### src/rtl/gauss_pkg.sv
// Shared constants, types and helpers for the Gaussian stream framer and its output FIFO.
package gauss_pkg;

   localparam int FRAME_W_DEF = 400;
   localparam int FRAME_H_DEF = 300;
   localparam int BORDER      = 2;
   localparam int PIX_W       = 8;

   typedef enum logic {
      WARMUP = 1'b0,
      TRACK  = 1'b1
   } framer_state_t;

   // Filter latency for a given line width: two full lines plus the two-pixel centre offset.
   function automatic int default_lat(input int frame_w);
      return 2 * frame_w + BORDER;
   endfunction

   function automatic int coord_w(input int extent);
      return $clog2(extent);
   endfunction

   // FIFO entry layout is {eol, sof, y, x, pix}.
   function automatic int entry_width(input int x_w, input int y_w);
      return 2 + y_w + x_w + PIX_W;
   endfunction

endpackage

### src/rtl/gauss_pix_fifo.sv
// Small synchronous FIFO with a combinational head read; storage is not reset, pointers are.
module gauss_pix_fifo #(
   parameter int DEPTH = 4,
   parameter int WIDTH = 8
) (
   input  logic             clk,
   input  logic             rst,
   input  logic             push,
   input  logic [WIDTH-1:0] wdata,
   input  logic             pop,
   output logic [WIDTH-1:0] rdata,
   output logic             full,
   output logic             empty
);

   localparam int AW = $clog2(DEPTH);

   logic [WIDTH-1:0] mem [DEPTH];
   logic [AW:0]      wr_ptr;
   logic [AW:0]      rd_ptr;
   logic             do_push;
   logic             do_pop;

   assign empty   = (wr_ptr == rd_ptr);
   assign full    = (wr_ptr[AW] != rd_ptr[AW]) && (wr_ptr[AW-1:0] == rd_ptr[AW-1:0]);
   assign do_pop  = pop && !empty;
   // A pop frees the slot in the same cycle, so a full FIFO still accepts a concurrent push.
   assign do_push = push && (!full || do_pop);

   always_ff @(posedge clk or negedge rst) begin
      if (!rst) begin
         wr_ptr <= '0;
         rd_ptr <= '0;
      end else begin
         if (do_push) wr_ptr <= wr_ptr + 1'b1;
         if (do_pop)  rd_ptr <= rd_ptr + 1'b1;
      end
   end

   always_ff @(posedge clk) begin
      if (do_push) mem[wr_ptr[AW-1:0]] <= wdata;
   end

   // Zero the head while empty so the outputs read back as 0 out of reset.
   assign rdata = empty ? '0 : mem[rd_ptr[AW-1:0]];

endmodule

### src/rtl/gauss_stream_framer.sv
// Framer for the 5x5 Gaussian output stream: latency compensation, border strip, FIFO output.
// Optional build macro GAUSS_DECIMATE_EN keeps only even (x, y) pixels at half-resolution coordinates.
module gauss_stream_framer
   import gauss_pkg::*;
#(
   parameter int FRAME_W    = FRAME_W_DEF,
   parameter int FRAME_H    = FRAME_H_DEF,
   parameter int LAT        = default_lat(FRAME_W),
   parameter int FIFO_DEPTH = 4
) (
   input  logic                       clk,
   input  logic                       rst,
   input  logic                       clk_en,
   input  logic [7:0]                 pix_in,
   input  logic                       resync,
   output logic                       m_valid,
   input  logic                       m_ready,
   output logic [7:0]                 m_pix,
   output logic [$clog2(FRAME_W)-1:0] m_x,
   output logic [$clog2(FRAME_H)-1:0] m_y,
   output logic                       m_sof,
   output logic                       m_eol,
   output logic                       overflow
);

   localparam int X_W   = coord_w(FRAME_W);
   localparam int Y_W   = coord_w(FRAME_H);
   localparam int CNT_W = $clog2(LAT + 1);
   localparam int E_W   = entry_width(X_W, Y_W);

   localparam logic [X_W-1:0]   CX_LAST  = X_W'(FRAME_W - 1);
   localparam logic [Y_W-1:0]   CY_LAST  = Y_W'(FRAME_H - 1);
   localparam logic [X_W-1:0]   CX_LO    = X_W'(BORDER);
   localparam logic [X_W-1:0]   CX_HI    = X_W'(FRAME_W - 1 - BORDER);
   localparam logic [Y_W-1:0]   CY_LO    = Y_W'(BORDER);
   localparam logic [Y_W-1:0]   CY_HI    = Y_W'(FRAME_H - 1 - BORDER);
   localparam logic [CNT_W-1:0] CNT_LAST = CNT_W'(LAT - 1);
`ifdef GAUSS_DECIMATE_EN
   localparam logic [X_W-1:0]   X_EOL    = X_W'((FRAME_W - 1 - 2 * BORDER) / 2);
`else
   localparam logic [X_W-1:0]   X_EOL    = X_W'(FRAME_W - 1 - 2 * BORDER);
`endif

   framer_state_t    state;
   logic [CNT_W-1:0] warm_cnt;
   logic [X_W-1:0]   cx;
   logic [Y_W-1:0]   cy;

   logic             strobe;
   logic             interior;
   logic             keep;
   logic             push_req;
   logic             pop;
   logic             fifo_full;
   logic             fifo_empty;
   logic [X_W-1:0]   ox;
   logic [Y_W-1:0]   oy;
   logic             o_sof;
   logic             o_eol;
   logic [E_W-1:0]   wdata;
   logic [E_W-1:0]   rdata;

   assign strobe   = clk_en && !resync;
   assign interior = (state == TRACK) &&
                     (cx >= CX_LO) && (cx <= CX_HI) &&
                     (cy >= CY_LO) && (cy <= CY_HI);

`ifdef GAUSS_DECIMATE_EN
   // BORDER is even, so the parity of cx/cy equals the parity of the output coordinate.
   assign keep = !cx[0] && !cy[0];
   assign ox   = (cx - CX_LO) >> 1;
   assign oy   = (cy - CY_LO) >> 1;
`else
   assign keep = 1'b1;
   assign ox   = cx - CX_LO;
   assign oy   = cy - CY_LO;
`endif

   assign o_sof    = (ox == '0) && (oy == '0);
   assign o_eol    = (ox == X_EOL);
   assign push_req = strobe && interior && keep;
   assign pop      = m_valid && m_ready;
   assign wdata    = {o_eol, o_sof, oy, ox, pix_in};

   always_ff @(posedge clk or negedge rst) begin
      if (!rst) begin
         state    <= WARMUP;
         warm_cnt <= '0;
         cx       <= '0;
         cy       <= '0;
         overflow <= 1'b0;
      end else begin
         if (push_req && fifo_full && !pop) overflow <= 1'b1;
         if (clk_en) begin
            if (resync) begin
               // The resync strobe itself is the first strobe of the new warmup window.
               state    <= WARMUP;
               warm_cnt <= CNT_W'(1);
            end else if (state == WARMUP) begin
               if (warm_cnt == CNT_LAST) begin
                  // This strobe carries centre (0,0); the next one is (1,0).
                  state <= TRACK;
                  cx    <= X_W'(1);
                  cy    <= '0;
               end else begin
                  warm_cnt <= warm_cnt + 1'b1;
               end
            end else begin
               if (cx == CX_LAST) begin
                  cx <= '0;
                  cy <= (cy == CY_LAST) ? '0 : cy + 1'b1;
               end else begin
                  cx <= cx + 1'b1;
               end
            end
         end
      end
   end

   gauss_pix_fifo #(
      .DEPTH (FIFO_DEPTH),
      .WIDTH (E_W)
   ) u_fifo (
      .clk   (clk),
      .rst   (rst),
      .push  (push_req),
      .wdata (wdata),
      .pop   (pop),
      .rdata (rdata),
      .full  (fifo_full),
      .empty (fifo_empty)
   );

   assign m_valid = !fifo_empty;
   assign {m_eol, m_sof, m_y, m_x, m_pix} = rdata;

endmodule

### config.mk
export PLATFORM = sky130hd
export DESIGN_NAME = gauss_stream_framer
export DESIGN_NICKNAME = d
export VERILOG_FILES = /design/src/rtl/gauss_pkg.sv /design/src/rtl/gauss_pix_fifo.sv /design/src/rtl/gauss_stream_framer.sv
export SDC_FILE = /design/constraint.sdc
export NUM_CORES = 1
export LEC_CHECK = 0
export ABC_AREA = 1
export BUFFER_PORTS_ARGS = -buffer_cell sky130_fd_sc_hd__buf_2
export CORE_UTILIZATION = 50
export CTS_CLUSTER_SIZE = 10
export DETAILED_ROUTE_END_ITERATION = 7
export GPL_TIMING_DRIVEN = 0
export PLACE_DENSITY_LB_ADDON = 0.2
export SYNTH_ARGS = -nofsm -noshare
export SYNTH_HDL_FRONTEND = slang
export SYNTH_SLANG_ARGS = --single-unit
### constraint.sdc
create_clock -name clk -period 6.6 [get_ports clk]
set_input_delay 0.33 -clock clk [delete_from_list [all_inputs] [get_ports clk]]
set_output_delay 0.33 -clock clk [all_outputs]
set_load 0.05 [all_outputs]
Word level (Yosys, flattened, before mapping):

Memories as Yosys holds them, arrays and structs flattened.
Cells that the tools add are included.

* add/subtract/negate cells: 7
* magnitude comparators: 4
* equality and inequality tests: 10
* mux-type cells: 16
* bitwise logic cells: 1
* reductions and logical operators: 24

Operators by type and width (number)
* $mux W9: 7
* $mux W10: 3
* $mux W28: 1
* $eq A9 B9 Y1 const B: 3
* $add A9 B1 Y9 const B: 2
* $ge A9 B2 Y1 const B: 2
* $le A9 B9 Y1 const B: 2
* $logic_not A9 Y1: 2
* $sub A9 B2 Y9 const B: 2
* $logic_and A1 B1 Y1: 13
* $add A10 B1 Y10 const B: 1
* $eq A10 B10 Y1 const B: 1
* $add A3 B1 Y3 const B: 2
* $reduce_and A3 Y1: 2
* $mux W1: 5
* $logic_not A1 Y1: 4
* $ne A2 B2 Y1 const B: 2
* $reduce_and A4 Y1: 1
* $eq A3 B3 Y1: 1
* $eq A2 B2 Y1: 1
* $ne A2 B1 Y1 const B: 1
* $reduce_bool A2 Y1: 1
* $logic_or A1 B1 Y1: 1
* $ne A1 B1 Y1: 1
* $not A1 Y1: 1

* register bits: 36
* bits in writable memories: 112
* input bits: 13
* output and inout port bits: 30
* logic and storage cells: 70
* memories kept: 1

Memories
* u_fifo.mem: words 4, width 28, rd ports 1, clocked after memory_dff 0, wr ports 1, line gauss_pix_fifo.sv:18 `logic [WIDTH-1:0] mem [DEPTH];`

Longest topological paths before layout:

Gate-level depths: netlist of run 1.

* depth in word-level cells: 9
* depth in mapped cells: 13

Modules after synthesis:

Synthesis of run 1 repeated with hierarchy kept, for this count alone.

* cells, all modules: 829
* area total of the unflattened synthesis: 7582.3 um^2

Modules (own cells, without submodules)
* gauss_pix_fifo: instances 1, cells each 418, area an instance 4916.0 um^2, seq. area each 3513.4 um^2
* gauss_stream_framer: instances 1, cells each 411, area an instance 2666.3 um^2, seq. area each 750.7 um^2

Least setup slack after synthesis of run 1:

OpenSTA, ideal clock, no wires.

* kind: register to register
* start point: reg cy[1]
* end point: mem u_fifo.mem[0][0] (netlist bit), enable pin
* arrival time: 2.187 ns
* path slack: 4.022 ns
* stages on the path, launching flop included: 13
* buffers on the path: 0
* cell sequence: dfrtp_1 inv_1 ha_1 inv_1 nand2_1 nand3_1 nand2_1 nand2_1 nand2_1 nand2_1 nor2_4 nand2_4 nor2_2

* cells in the longest elaborated chain, start to end: 7
* elaborated cells between the ends (all ways): 8

Ends and longest elaborated chain
* start, declared: line gauss_stream_framer.sv:47 `logic [Y_W-1:0] cy;`
* start signal, assigned: line gauss_stream_framer.sv:111 `cy <= (cy == CY_LAST) ? '0 : cy + 1'b1;`
* $ge A9 B2 Y1: line gauss_stream_framer.sv:66 `(cy >= CY_LO) && (cy <= CY_HI);`
* $logic_and A1 B1 Y1: line gauss_stream_framer.sv:65 `(cx >= CX_LO) && (cx <= CX_HI) &&`
* $logic_and A1 B1 Y1 *: line gauss_stream_framer.sv:66
* $logic_and A1 B1 Y1 *: line gauss_stream_framer.sv:81 `assign push_req = strobe && interior && keep;`
* $logic_and A1 B1 Y1 *: line gauss_pix_fifo.sv:28 `assign do_push = push && (!full || do_pop);`
* $mux W1 *: line gauss_pix_fifo.sv:41 `if (do_push) mem[wr_ptr[AW-1:0]] <= wdata;`
* $mux W1 (implied by the code) *: line gauss_pix_fifo.sv:41
* end, declared: line gauss_pix_fifo.sv:18

Mark *: on every way between the ends. The rest lies on a longest branch, timed or not.

Worst setup path in the final report of run 1:

* start point: reg cy[1]
* end point: mem u_fifo.mem[2][19] (netlist bit), enable pin

Same word-level chain as after synthesis.

==> results of run 1 <==
==> through the flow <==
stage | cell area [um2] | total power [uW] | hold WS, ns | util [%]
3_3_place_gp | 7740 | 2540 | 0.445 | 55.1
5_1_grt | 8450 | 3730 | 0.0862 | 60.2
6_report | 8450 | 3550 | 0.00111 | 60.2
4_1_cts | 8450 | 3570 | 0.0375 | 60.2
3_5_place_dp | 7820 | 2560 | 0.450 | 55.7
2_1_floorplan | 7300 | 2190 | 0.0344 | -
==> cell type report <==
type / count / area [um2]
timing repair buffer: 45 / 278
clock buffer: 17 / 425
sequential: 148 / 4260
tap: 180 / 225
buffer: 29 / 135
inverter: 80 / 300
fill: 1170 / 5600
clock inverter: 15 / 198
multi-input combinational: 497 / 2620
==> report_power, final <==
part	switching (uW)	internal [uW]
registers	50.0	1050
clock network	403	604
logic	1090	347
total	1540	2010
==> registers in the layout (all words and copies together), names as in the netlist <==
name and flops:
cx 9, cy 9, overflow 1, state 1
u_fifo.mem 112, u_fifo.rd_ptr 3, u_fifo.wr_ptr 3, warm_cnt 10
==> cells by family (layout without fill, tap and decap cells) <==
family                     after synthesis  in the layout  share of synthesized area (%)
and+or+nand+nor                        365            365                           21.9
AOI/OAI and AO/OA                       95             95                           8.36
adders and majority gates               19             19                           3.26
buffers and inverters                  109            186                           5.96
DFF                                    148            148                           58.4
xor gates and xnor gates                18             18                           2.16
==> routing by layer <==
metal / GRT usage (%) / vias to the layer above / wire length, um
li1: - / 2671 / -
met1: 30.2 / 2653 / 7260
met2: 39.3 / 157 / 8120
met3: 5.39 / 21 / 825
met4: 7.39 / 0 / 226
met5: 0 / - / 0
==> placed cells by master, fill, tap and decap left out, drive strengths merged, types with 6 or more instances in the layout <==
cell type / instances
clkbuf: 26
a21oi: 6
ha: 19
o32ai: 28
edfxtp: 112
clkinv: 6
o21bai: 8
dfrtp: 36
buf: 65
nor2: 139
nand3: 40
o21ai: 50
nand2: 155
inv: 84
xor2: 16
nor3: 15
nand4: 11
==> worst min path at each step <==
stage,start,to,slack (ns),cells after the start
CTS,rst,warm_cnt[7],0.04,1
global placement,overflow,overflow,0.44,2
global route,rst,warm_cnt[7],0.09,1
detailed placement,overflow,overflow,0.45,2
floorplan,rst,cx[0],0.03,0
finish,rst,warm_cnt[7],0.001,1
==> metrics.yaml, run 1 <==
status:
  status: "finished clean"
critical_path:
  path_buf_inv: 2
  critical_path.startpoint: "cy[1]"
  startpoint_type_of_the_worst_setup_path: "flip-flop"
  r2r-end: "u_fifo.mem[2][19]"
  worst-endpoint-required_ns: 6.65
  cp_cell_sequence: "inv_1 > ha_1 > inv_1 > nand2_1 > nand3_1 > nand2_1 > nand2_1 > nand2_1 > nand2_1 > nor2_4 > nand2_4 > nor2_4"
  critical-path-top-delay-family: "simple AND/OR/NAND/NOR gates"
  rrSetupSlack_ns: 3.69
  arrival_ns: 2.97
  end_kind: "flip-flop"
  worst-r2r-cell-count: 12
  cpMaxStageDelayCell: "sky130_fd_sc_hd__nor2_4"
  crit_end: "u_fifo.mem[2][19]"
  cpPeakStageDelay_ns: 0.75
  timing_worst_setup_path_type: "reg2reg"
  timing.rr.start: "cy[1]"
  crit_path_max_fanout: 28
  worstSetupPathDepth: 12
  crit_top_cell: "sky130_fd_sc_hd__nand2_1"
die:
  initial_utilization_pct: 52.0
  die_width_um: 123
  top_level_ports: 43
  die_height_um: 123
  rows: 43
  core_region_area_um2: 14000
  die_ar_um2: 15100
synth:
  synth.top_cells.by_area: "sky130_fd_sc_hd__edfxtp_1 (46%), sky130_fd_sc_hd__dfrtp_1 (12%), sky130_fd_sc_hd__nand2_1 (7.7%)"
  yosys.area.top_type: "sky130_fd_sc_hd__edfxtp_1"
  synth-main-ff-cell: "sky130_fd_sc_hd__edfxtp_1"
  netlist_area_um2: 7300
  synth_top_area_share_pct: 46.1
  ys_async_sr_fraction_pct: 24.3
  synth-edff-count: 112
  synth.distinct_cells: 35
  postSynthAreaPerCell_um2: 9.68
  synth-seq-area-share_pct: 58.4
  synth_warnings: 0
  post_synth_inst_count: 754
  postSynthRegisterBits: 148
  synth.net_count: 786
  post-synth-top-count-cell: "sky130_fd_sc_hd__nand2_1"
  yosys-top-cells-count: "sky130_fd_sc_hd__nand2_1 (149), sky130_fd_sc_hd__nor2_1 (130), sky130_fd_sc_hd__edfxtp_1 (112)"
sta:
  worst_clock_skew_ns: 0.00763
  final.min_clock_period_ns: 2.91
  maxSlewHeadroom_pct: 36.4
  setup_viol_count_final: 0
  min_period_over_period_pct: 44.2
  finalMaxSlewViolations: 0
  timing_hold_violations_final: 0
  worst-slew-pin-transition_ns: 0.952
  maxClockFrequency_mhz: 343
  rsz_0062_raised_after_global_routing: "no"
  final_critical_path_setup_slack_ns: 3.69
  finalSetupTns_ns: 0
place:
  finalWeightedCongestion: 0.902
  place_inst: 979
  numPortBuffers: 42
  detailedPlacementHpwl_um: 10700
  pre_cts_setup_slack_ns: 3.73
detailed_routing:
  ant_nets: 0
  route.detailed.vias_per_inst: 5.44
  route.vias.total: 5502
  dr.pass1.iters: 5
  drtIter0Drc: 412
  detail_route.wl_per_cell_um: 16.3
  drc: 0
  detail_route.wirelength_um: 16400
clock_network:
  cts_num_sinks: 148
  cts_root_buf: "sky130_fd_sc_hd__clkbuf_16"
  cts.clk_slew.worst_paths_ns: 0.06
  cts_inserted_buffers: 17
  max_buffers_root_to_sink: 2
  clock_latency_ns: 0.43
  tritoncts: "done"
  cts_hold_repair.buffers: 0
  post_cts_setup_inserts: 0
  cts_max_level: 4
  post_cts_resized: 0
flow_run:
  drv_cap: 0
power_and_ir_drop:
  vdd_drop_max_mv: 0.186
  power-per-cell-area_nw_per_um2: 420
  leakagePower_uw: 0.00352
finish:
  stdcell_count: 1011
  final_nets: 850
  insertedDiodeCount: 0
  relative_area_change_from_synthesis_to_final_layout_pct: 15.7
  final_layout_size_suffix_gt1_share_pct: 13.8
global_route:
  grt_use_total_pct: 23.5
  grt_antenna_before_repair: 0
  grt_start_max_net_pins: 37
  grt_total_ovfl: 0
  grt_first_pass_wirelength_um: 26400
  grt_pass1_vias: 5236
hold_path:
  hold_class: "in2async"
No activity file was read; power rests on OpenSTA's default activity.
==> run 2, diff against run 1 <==
Clock period 6.6 ns to 2.65 ns, I/O delays scaled along.
==> metrics.yaml, run 2 (synthesized netlist as in run 1, its figures left out) <==
status:
  status: "finished clean"  # unchanged
sta:
  min_period_over_period_pct: 91.3
  finalMaxSlewViolations: 0  # unchanged
  worst_clock_skew_ns: 0.00849  # was 0.00763 ns
  final.min_clock_period_ns: 2.42
  timing_hold_violations_final: 0  # unchanged
  setup_viol_count_final: 0  # unchanged
  finalSetupTns_ns: 0  # unchanged
  maxSlewHeadroom_pct: 43.1  # was 36.4%
  worst-slew-pin-transition_ns: 0.854  # was 0.952 ns
  rsz_0062_raised_after_global_routing: "no"  # unchanged
  maxClockFrequency_mhz: 413
global_route:
  grt_first_pass_wirelength_um: 26800  # was 26400 um
  grt_use_total_pct: 24.0  # was 23.5%
  grt_start_max_net_pins: 37  # unchanged
  grt_total_ovfl: 0  # unchanged
  grt_antenna_before_repair: 0  # unchanged
  grt_pass1_vias: 5333  # was 5236
finish:
  layout.filler_cells: 1154  # was 1170
  multi_input_area_um2: 2640  # was 2620 um2
  most_common_library_cell_in_the_layout_ignoring_fill_and_taps: "sky130_fd_sc_hd__nand2_1"  # unchanged
  final_nets: 867  # was 850
  layout.cells.most_common_list: "sky130_fd_sc_hd__nand2_1 (149), sky130_fd_sc_hd__nor2_1 (130), sky130_fd_sc_hd__edfxtp_1 (112), sky130_fd_sc_hd__inv_1 (75), sky130_fd_sc_hd__buf_2 (57)"  # was sky130_fd_sc_hd__nand2_1 (149), sky130_fd_sc_hd__nor2_1 (130), sky130_fd_sc_hd__edfxtp_1 (112), sky130_fd_sc_hd__inv_1 (76), sky130_fd_sc_hd__buf_2 (57)
  largest_register_ff_count: 112  # unchanged
  relative_area_change_from_synthesis_to_final_layout_pct: 18.5  # was 15.7%
  layout.area.seq_um2: 4260  # unchanged
  final_layout_size_suffix_gt1_share_pct: 14.7  # was 13.8%
  insertedDiodeCount: 0  # unchanged
die:
  die_ar_um2: 15100  # unchanged
  top_level_ports: 43  # unchanged
  initial_utilization_pct: 52.0  # unchanged
  die_width_um: 123  # unchanged
  core_region_area_um2: 14000  # unchanged
  die_height_um: 123  # unchanged
  rows: 43  # unchanged
clock_network:
  cts_num_sinks: 148  # unchanged
  cts.clk_slew.worst_paths_ns: 0.06  # about the same
  cts_root_buf: "sky130_fd_sc_hd__clkbuf_16"  # unchanged
  cts_max_level: 4  # unchanged
  tritoncts: "done"  # unchanged
  max_buffers_root_to_sink: 2  # unchanged
  cts_inserted_buffers: 17  # unchanged
  clock_latency_ns: 0.43  # about the same
detailed_routing:
  drtIter0Drc: 455  # was 412
  route.vias.total: 5565  # was 5502
  dr.pass1.iters: 4  # was 5
  route.detailed.vias_per_inst: 5.41  # was 5.44
  detail_route.wl_per_cell_um: 16.3  # about the same
  detail_route.wirelength_um: 16700  # was 16400 um
  drc: 0  # unchanged
  ant_nets: 0  # unchanged
critical_path:
  path_buf_inv: 4  # was 2
  cp_cell_sequence: "buf_2 > clkbuf_1 > nor2_1 > o32ai_1 > nand2_1 > inv_1 > buf_2"  # was inv_1 > ha_1 > inv_1 > nand2_1 > nand3_1 > nand2_1 > nand2_1 > nand2_1 > nand2_1 > nor2_4 > nand2_4 > nor2_4
  end_kind: "output port"  # was flip-flop
  cpPeakStageDelay_ns: 0.41  # was 0.75 ns
  cpMaxStageDelayCell: "sky130_fd_sc_hd__dfrtp_1"  # was sky130_fd_sc_hd__nor2_4
  crit_top_cell: "sky130_fd_sc_hd__buf_2"  # was sky130_fd_sc_hd__nand2_1
  critical-path-top-delay-family: "buffers and inverters"  # was simple AND/OR/NAND/NOR gates
  crit_path_max_fanout: 10  # was 28
  arrival_ns: 2.29  # was 2.97 ns
  worst-endpoint-required_ns: 2.52  # was 6.65 ns
  startpoint_type_of_the_worst_setup_path: "flip-flop"  # unchanged
  timing_worst_setup_path_type: "reg2out"  # was reg2reg
power_and_ir_drop:
  vdd_drop_max_mv: 0.463  # was 0.186 mV
  power-per-cell-area_nw_per_um2: 1020  # was 420 nW/um2
  totalPowerFinal_uw: 8850  # was 3550 uW
  leakagePower_uw: 0.00361  # was 0.00352 uW
flow_run:
  drv_cap: 0  # unchanged
place:
  numPortBuffers: 42  # unchanged
  finalWeightedCongestion: 0.902  # unchanged
  detailedPlacementHpwl_um: 10700  # unchanged
hold_path:
  hold_class: "in2async"  # unchanged
==> run 2: cell types whose count changed in the layout (fill, tap and decap cells not counted), sizes merged <==
cell / change
buf: +2
clkbuf: +2
dlygate4sd3: +12
nor2: +1
==> run 2: area by class of cell <==
cell class,instances,share of cell area [%]
plain buffers,29,1.61
clock buffers,17,4.92
clock inverters,15,2.28
inverters,80,3.47
multi-input cells,498,30.5
flip-flops and latches,148,49.3
well taps,180,2.60
repair buffers,61,5.38
==> run 2: final timing paths <==
kind,start,endpoint,slack [ns],cells past startpoint
max,u_fifo.rd_ptr[0],m_sof,0.23,7
min,rst,warm_cnt[7],0.35,2
max reg2reg,cy[2],u_fifo.mem[3][15],0.24,13
min reg2reg,overflow,overflow,0.48,2
max in group asynchronous,rst,u_fifo.wr_ptr[0],1.76,2
min in group clk,pix_in[1],u_fifo.mem[0][1],0.45,2
==> run 2: metal layers <==
metal	global-route usage (%)	share of wire, %
met5	0	0
met4	8.31	1.8
met3	5.48	4.9
met2	39.6	49
met1	31.0	44
==> run 2: report_power, final <==
group / internal (uW) / switching [uW] / total, uW
clock network: 1510 / 1000 / 2510
registers: 2630 / 126 / 2750
logic: 882 / 2700 / 3590
==> run 2: stage by stage <==
stage / cells / util, % / area [um2] / setup slack, ns / hold slack (ns)
5_1_grt: 1028 / 61.6 / 8650 / 0.00835 / 0.447
3_3_place_gp: 976 / 55.1 / 7740 / -0.742 / 0.284
4_1_cts: 1026 / 61.3 / 8610 / 0.0575 / 0.379
2_1_floorplan: 754 / - / 7300 / 0.0722 / -0.163
3_5_place_dp: 979 / 55.7 / 7820 / -0.224 / 0.298
6_report: 1028 / 61.6 / 8650 / 0.231 / 0.349
==> run 2: worst register-to-register path, stage by stage (launching register included) <==
cell and delay [ns]:
sky130_fd_sc_hd__dfrtp_1 0.43, sky130_fd_sc_hd__inv_1 0.18, sky130_fd_sc_hd__ha_2 0.26, sky130_fd_sc_hd__inv_1 0.06
sky130_fd_sc_hd__nand2_1 0.08, sky130_fd_sc_hd__nand3_1 0.08, sky130_fd_sc_hd__nand2_1 0.07, sky130_fd_sc_hd__nand2_1 0.05
sky130_fd_sc_hd__nand2_1 0.07, sky130_fd_sc_hd__nand2_1 0.08, sky130_fd_sc_hd__nor2_4 0.16, sky130_fd_sc_hd__nand2_4 0.16
sky130_fd_sc_hd__nor2_4 0.24, sky130_fd_sc_hd__buf_16 0.19
==> run 2: timing repair <==
item                       4_1_cts  5_1_grt
cloned                           1        0
resized for setup                2        5
hold buffers                    12        0
setup endpoints to repair       43       59
setup buffers                    2        2
hold endpoints to repair        72        0
pin swaps                        2        2
==> run 3, diff against run 2 <==
Settings changed: ABC_AREA 1 to 0, CAP_MARGIN set to 20.
==> metrics.yaml, run 3 <==
status:
  status: "finished clean"  # unchanged
synth:
  synth.top_cells.by_area: "sky130_fd_sc_hd__edfxtp_1 (49%), sky130_fd_sc_hd__dfrtp_1 (13%), sky130_fd_sc_hd__mux4_2 (9.2%)"  # was sky130_fd_sc_hd__edfxtp_1 (46%), sky130_fd_sc_hd__dfrtp_1 (12%), sky130_fd_sc_hd__nand2_1 (7.7%)
  postSynthAreaPerCell_um2: 14.5  # was 9.68 um2
  ys_async_sr_fraction_pct: 24.3  # unchanged
  synth_warnings: 0  # unchanged
  yosys.area.top_type: "sky130_fd_sc_hd__edfxtp_1"  # unchanged
  synth-edff-count: 112  # unchanged
  postSynthRegisterBits: 148  # unchanged
  netlist_area_um2: 6860  # was 7300 um2
  synth-seq-area-share_pct: 62.2  # was 58.4%
  post_synth_inst_count: 474  # was 754
  synth_top_area_share_pct: 49.1  # was 46.1%
  synth.distinct_cells: 59  # was 35
  yosys-top-cells-count: "sky130_fd_sc_hd__edfxtp_1 (112), sky130_fd_sc_hd__dfrtp_1 (36), sky130_fd_sc_hd__and2_1 (31)"  # was sky130_fd_sc_hd__nand2_1 (149), sky130_fd_sc_hd__nor2_1 (130), sky130_fd_sc_hd__edfxtp_1 (112)
  synth.net_count: 506  # was 786
  post-synth-top-count-cell: "sky130_fd_sc_hd__edfxtp_1"  # was sky130_fd_sc_hd__nand2_1
  synth-main-ff-cell: "sky130_fd_sc_hd__edfxtp_1"  # unchanged
critical_path:
  arrival_ns: 2.70  # was 2.29 ns
  cp_cell_sequence: "inv_2 > ha_4 > a21bo_2 > a31o_1 > a311o_2 > nor3_4 > buf_4 > and2_4"  # was buf_2 > clkbuf_1 > nor2_1 > o32ai_1 > nand2_1 > inv_1 > buf_2
  cpPeakStageDelay_ns: 0.47  # was 0.41 ns
  crit_end: "u_fifo.mem[0][12]"  # was m_sof
  worst-r2r-cell-count: 8  # was 13
  timing.rr.start: "cy[1]"  # was cy[2]
  cpMaxStageDelayCell: "sky130_fd_sc_hd__a311o_2"  # was sky130_fd_sc_hd__dfrtp_1
  end_kind: "flip-flop"  # was output port
  timing_worst_setup_path_type: "reg2reg"  # was reg2out
  startpoint_type_of_the_worst_setup_path: "flip-flop"  # unchanged
  r2r-end: "u_fifo.mem[0][12]"  # was u_fifo.mem[3][15]
  critical_path.startpoint: "cy[1]"  # was u_fifo.rd_ptr[0]
  worst-endpoint-required_ns: 2.76  # was 2.52 ns
  crit_path_max_fanout: 9  # was 10
  rrSetupSlack_ns: 0.06  # was 0.24 ns
place:
  place_inst: 694  # was 979
  numPortBuffers: 42  # unchanged
  finalWeightedCongestion: 0.813  # was 0.902
  detailedPlacementHpwl_um: 8250  # was 10700 um
sta:
  holdWs_ns: 0.0494  # was 0.349 ns
  rsz_0062_raised_after_global_routing: "yes"  # was no
  final.min_clock_period_ns: 2.59  # was 2.42 ns
  maxClockFrequency_mhz: 385  # was 413 MHz
  worst-slew-pin-transition_ns: 1.08  # was 0.854 ns
  min_period_over_period_pct: 97.9  # was 91.3%
  worst_clock_skew_ns: 0.00979  # was 0.00849 ns
  timing_hold_violations_final: 0  # unchanged
  maxSlewHeadroom_pct: 27.7  # was 43.1%
  setup_viol_count_final: 0  # unchanged
  finalMaxSlewViolations: 0  # unchanged
global_route:
  grt_pass1_vias: 4233  # was 5333
  grt_antenna_before_repair: 0  # unchanged
  grt_total_ovfl: 0  # unchanged
  grt_use_total_pct: 20.6  # was 24.0%
  grt_start_max_net_pins: 37  # unchanged
  grt_first_pass_wirelength_um: 21900  # was 26800 um
clock_network:
  clock_latency_ns: 0.42  # was 0.43 ns
  cts.clk_slew.worst_paths_ns: 0.05  # was 0.06 ns
  tritoncts: "done"  # unchanged
  cts_root_buf: "sky130_fd_sc_hd__clkbuf_16"  # unchanged
  cts_num_sinks: 148  # unchanged
  cts_inserted_buffers: 17  # unchanged
  cts_max_level: 4  # unchanged
  max_buffers_root_to_sink: 2  # unchanged
power_and_ir_drop:
  power.sequential.fraction_pct: 33.0  # was 31.1%
  power_frac_comb_pct: 40.9  # was 40.6%
  vdd_drop_max_mv: 0.495  # was 0.463 mV
  intPower_uw: 5450  # was 5010 uW
  total_switching_power_uw: 3440  # was 3830 uW
  leakagePower_uw: 0.00303  # was 0.00361 uW
  power-per-cell-area_nw_per_um2: 1080  # was 1020 nW/um2
  switching_share_pct: 38.7  # was 43.3%
  p_clk_share_pct: 26.1  # was 28.3%
detailed_routing:
  drtIter0Drc: 348  # was 455
  route.vias.total: 4256  # was 5565
  detail_route.wirelength_um: 13700  # was 16700 um
  dr.pass1.iters: 7  # was 4
  drc: 0  # unchanged
  route.detailed.vias_per_inst: 5.66  # was 5.41
  ant_nets: 0  # unchanged
  detail_route.wl_per_cell_um: 18.2  # was 16.3 um
finish:
  relative_area_change_from_synthesis_to_final_layout_pct: 20.2  # was 18.5%
  most_common_library_cell_in_the_layout_ignoring_fill_and_taps: "sky130_fd_sc_hd__edfxtp_1"  # was sky130_fd_sc_hd__nand2_1
  layout.filler_cells: 1004  # was 1154
  largest_register_ff_count: 112  # unchanged
  final_nets: 596  # was 867
  layout.cells.most_common_list: "sky130_fd_sc_hd__edfxtp_1 (112), sky130_fd_sc_hd__buf_2 (46), sky130_fd_sc_hd__dfrtp_1 (34), sky130_fd_sc_hd__mux4_2 (28), sky130_fd_sc_hd__and2_1 (28)"  # was sky130_fd_sc_hd__nand2_1 (149), sky130_fd_sc_hd__nor2_1 (130), sky130_fd_sc_hd__edfxtp_1 (112), sky130_fd_sc_hd__inv_1 (75), sky130_fd_sc_hd__buf_2 (57)
  final_layout_size_suffix_gt1_share_pct: 26.6  # was 14.7%
  insertedDiodeCount: 0  # unchanged
  finished_core_util_pct: 62.0  # was 61.6%
  stdcell_count: 752  # was 1028
flow_run:
  drv_cap: 0  # unchanged
hold_path:
  worstHoldStart: "m_ready"
  hold_class: "in2reg"  # was in2async
die:
  initial_utilization_pct: 51.6  # was 52.0%
  top_level_ports: 43  # unchanged
  die_ar_um2: 14200  # was 15100 um2
  core_region_area_um2: 13300  # was 14000 um2
  rows: 42  # was 43
  die_height_um: 119  # was 123 um
  die_width_um: 119  # was 123 um
-- run 3: cell types whose count changed after synthesis, sizes merged, moves of 9 or more --
cell	delta
and2	+30
buf	-11
inv	-58
mux4	+28
nand2	-133
nand3	-26
nand4	-10
nor2	-120
o21ai	-26
o31ai	+10
o32ai	-27
or3	+9
xnor2	+16
xor2	-11
-- run 3: what timing repair did --
| action | in CTS | in global routing |
|---|---|---|
| hold buffers | 9 | 0 |
| gates resized for setup | 13 | 11 |
| pin swaps | 6 | 6 |
| cloned | 6 | 4 |
| endpoints found under the setup margin | 132 | 119 |
| hold endpoints to repair | 68 | 0 |
| setup buffers | 3 | 6 |
-- run 3: worst min-delay path by stage --
stage / cells past startpoint / endpoint
6_report: 3 / u_fifo.rd_ptr[2]
5_1_grt: 3 / u_fifo.rd_ptr[2]
4_1_cts: 3 / u_fifo.rd_ptr[2]
3_5_place_dp: 1 / cy[0]
3_3_place_gp: 1 / cy[2]
2_1_floorplan: 0 / cx[0]
-- run 3: layout make-up --
type                            count  area [um2]  area share (%)
Tap cell                          176         220            2.67
Inverter                           21        85.1            1.03
Buffer                             24         135            1.64
Clock inverter                     11         136            1.66
Clock buffer                       20         437            5.30
Multi-Input combinational cell    290        2540            30.8
Sequential cell                   148        4270            51.8
Timing Repair Buffer               62         423            5.13
-- run 3: per-layer routing --
metal	global-route usage (%)	wire length, um	part of all wire [%]	vias up
li1	-	-	-	1975
met1	27.0	6140	45	2166
met2	33.6	6740	49	96
met5	0	0	0	-
met4	7.83	211	1.5	0
met3	4.36	591	4.3	19
-- run 3: power by group through the flow --
| stage | registers [uW] | clock network (uW) | logic [uW] |
|---|---|---|---|
| 4_1_cts | 2920 | 2360 | 3590 |
| 3_3_place_gp | 2960 | 0 | 3460 |
| 3_5_place_dp | 2970 | 0 | 3500 |
| 6_report | 2930 | 2320 | 3630 |
| 2_1_floorplan | 2930 | 0 | 2750 |
| 5_1_grt | 2950 | 2450 | 3900 |
-- run 3: cell families (layout without fill, tap and decap cells) --
group | after synthesis | count (layout) | share of synthesized area [%]
compound gates | 71 | 71 | 7.52
xor+xnor | 23 | 23 | 2.94
fa+ha+maj | 19 | 19 | 3.47
buf+inv | 46 | 138 | 2.83
flops | 148 | 148 | 62.2
mux | 30 | 30 | 9.53
simple gates | 137 | 147 | 11.5
-- run 3: worst max-delay path: cells and delay by family (launching register included) --
family                     cells  cell delay, ns
AOI/OAI and AO/OA              3            0.89
adders and majority gates      1            0.17
buffers and inverters          2            0.35
DFF                            1            0.46
and+or+nand+nor                2            0.41
-- run 3: per-stage QoR --
stage	power (uW)	instance area (um2)	setup WS, ns	TNS (ns)
final	8890	8240	0.0560	0
after global routing	9300	8240	-0.0209	-0.257
after CTS	8880	8130	0.00672	0
after detailed placement	6470	7350	-0.365	-38.21
after global placement	6420	7320	-1.23	-61.90
after floorplan	5680	6890	-0.381	-10.95
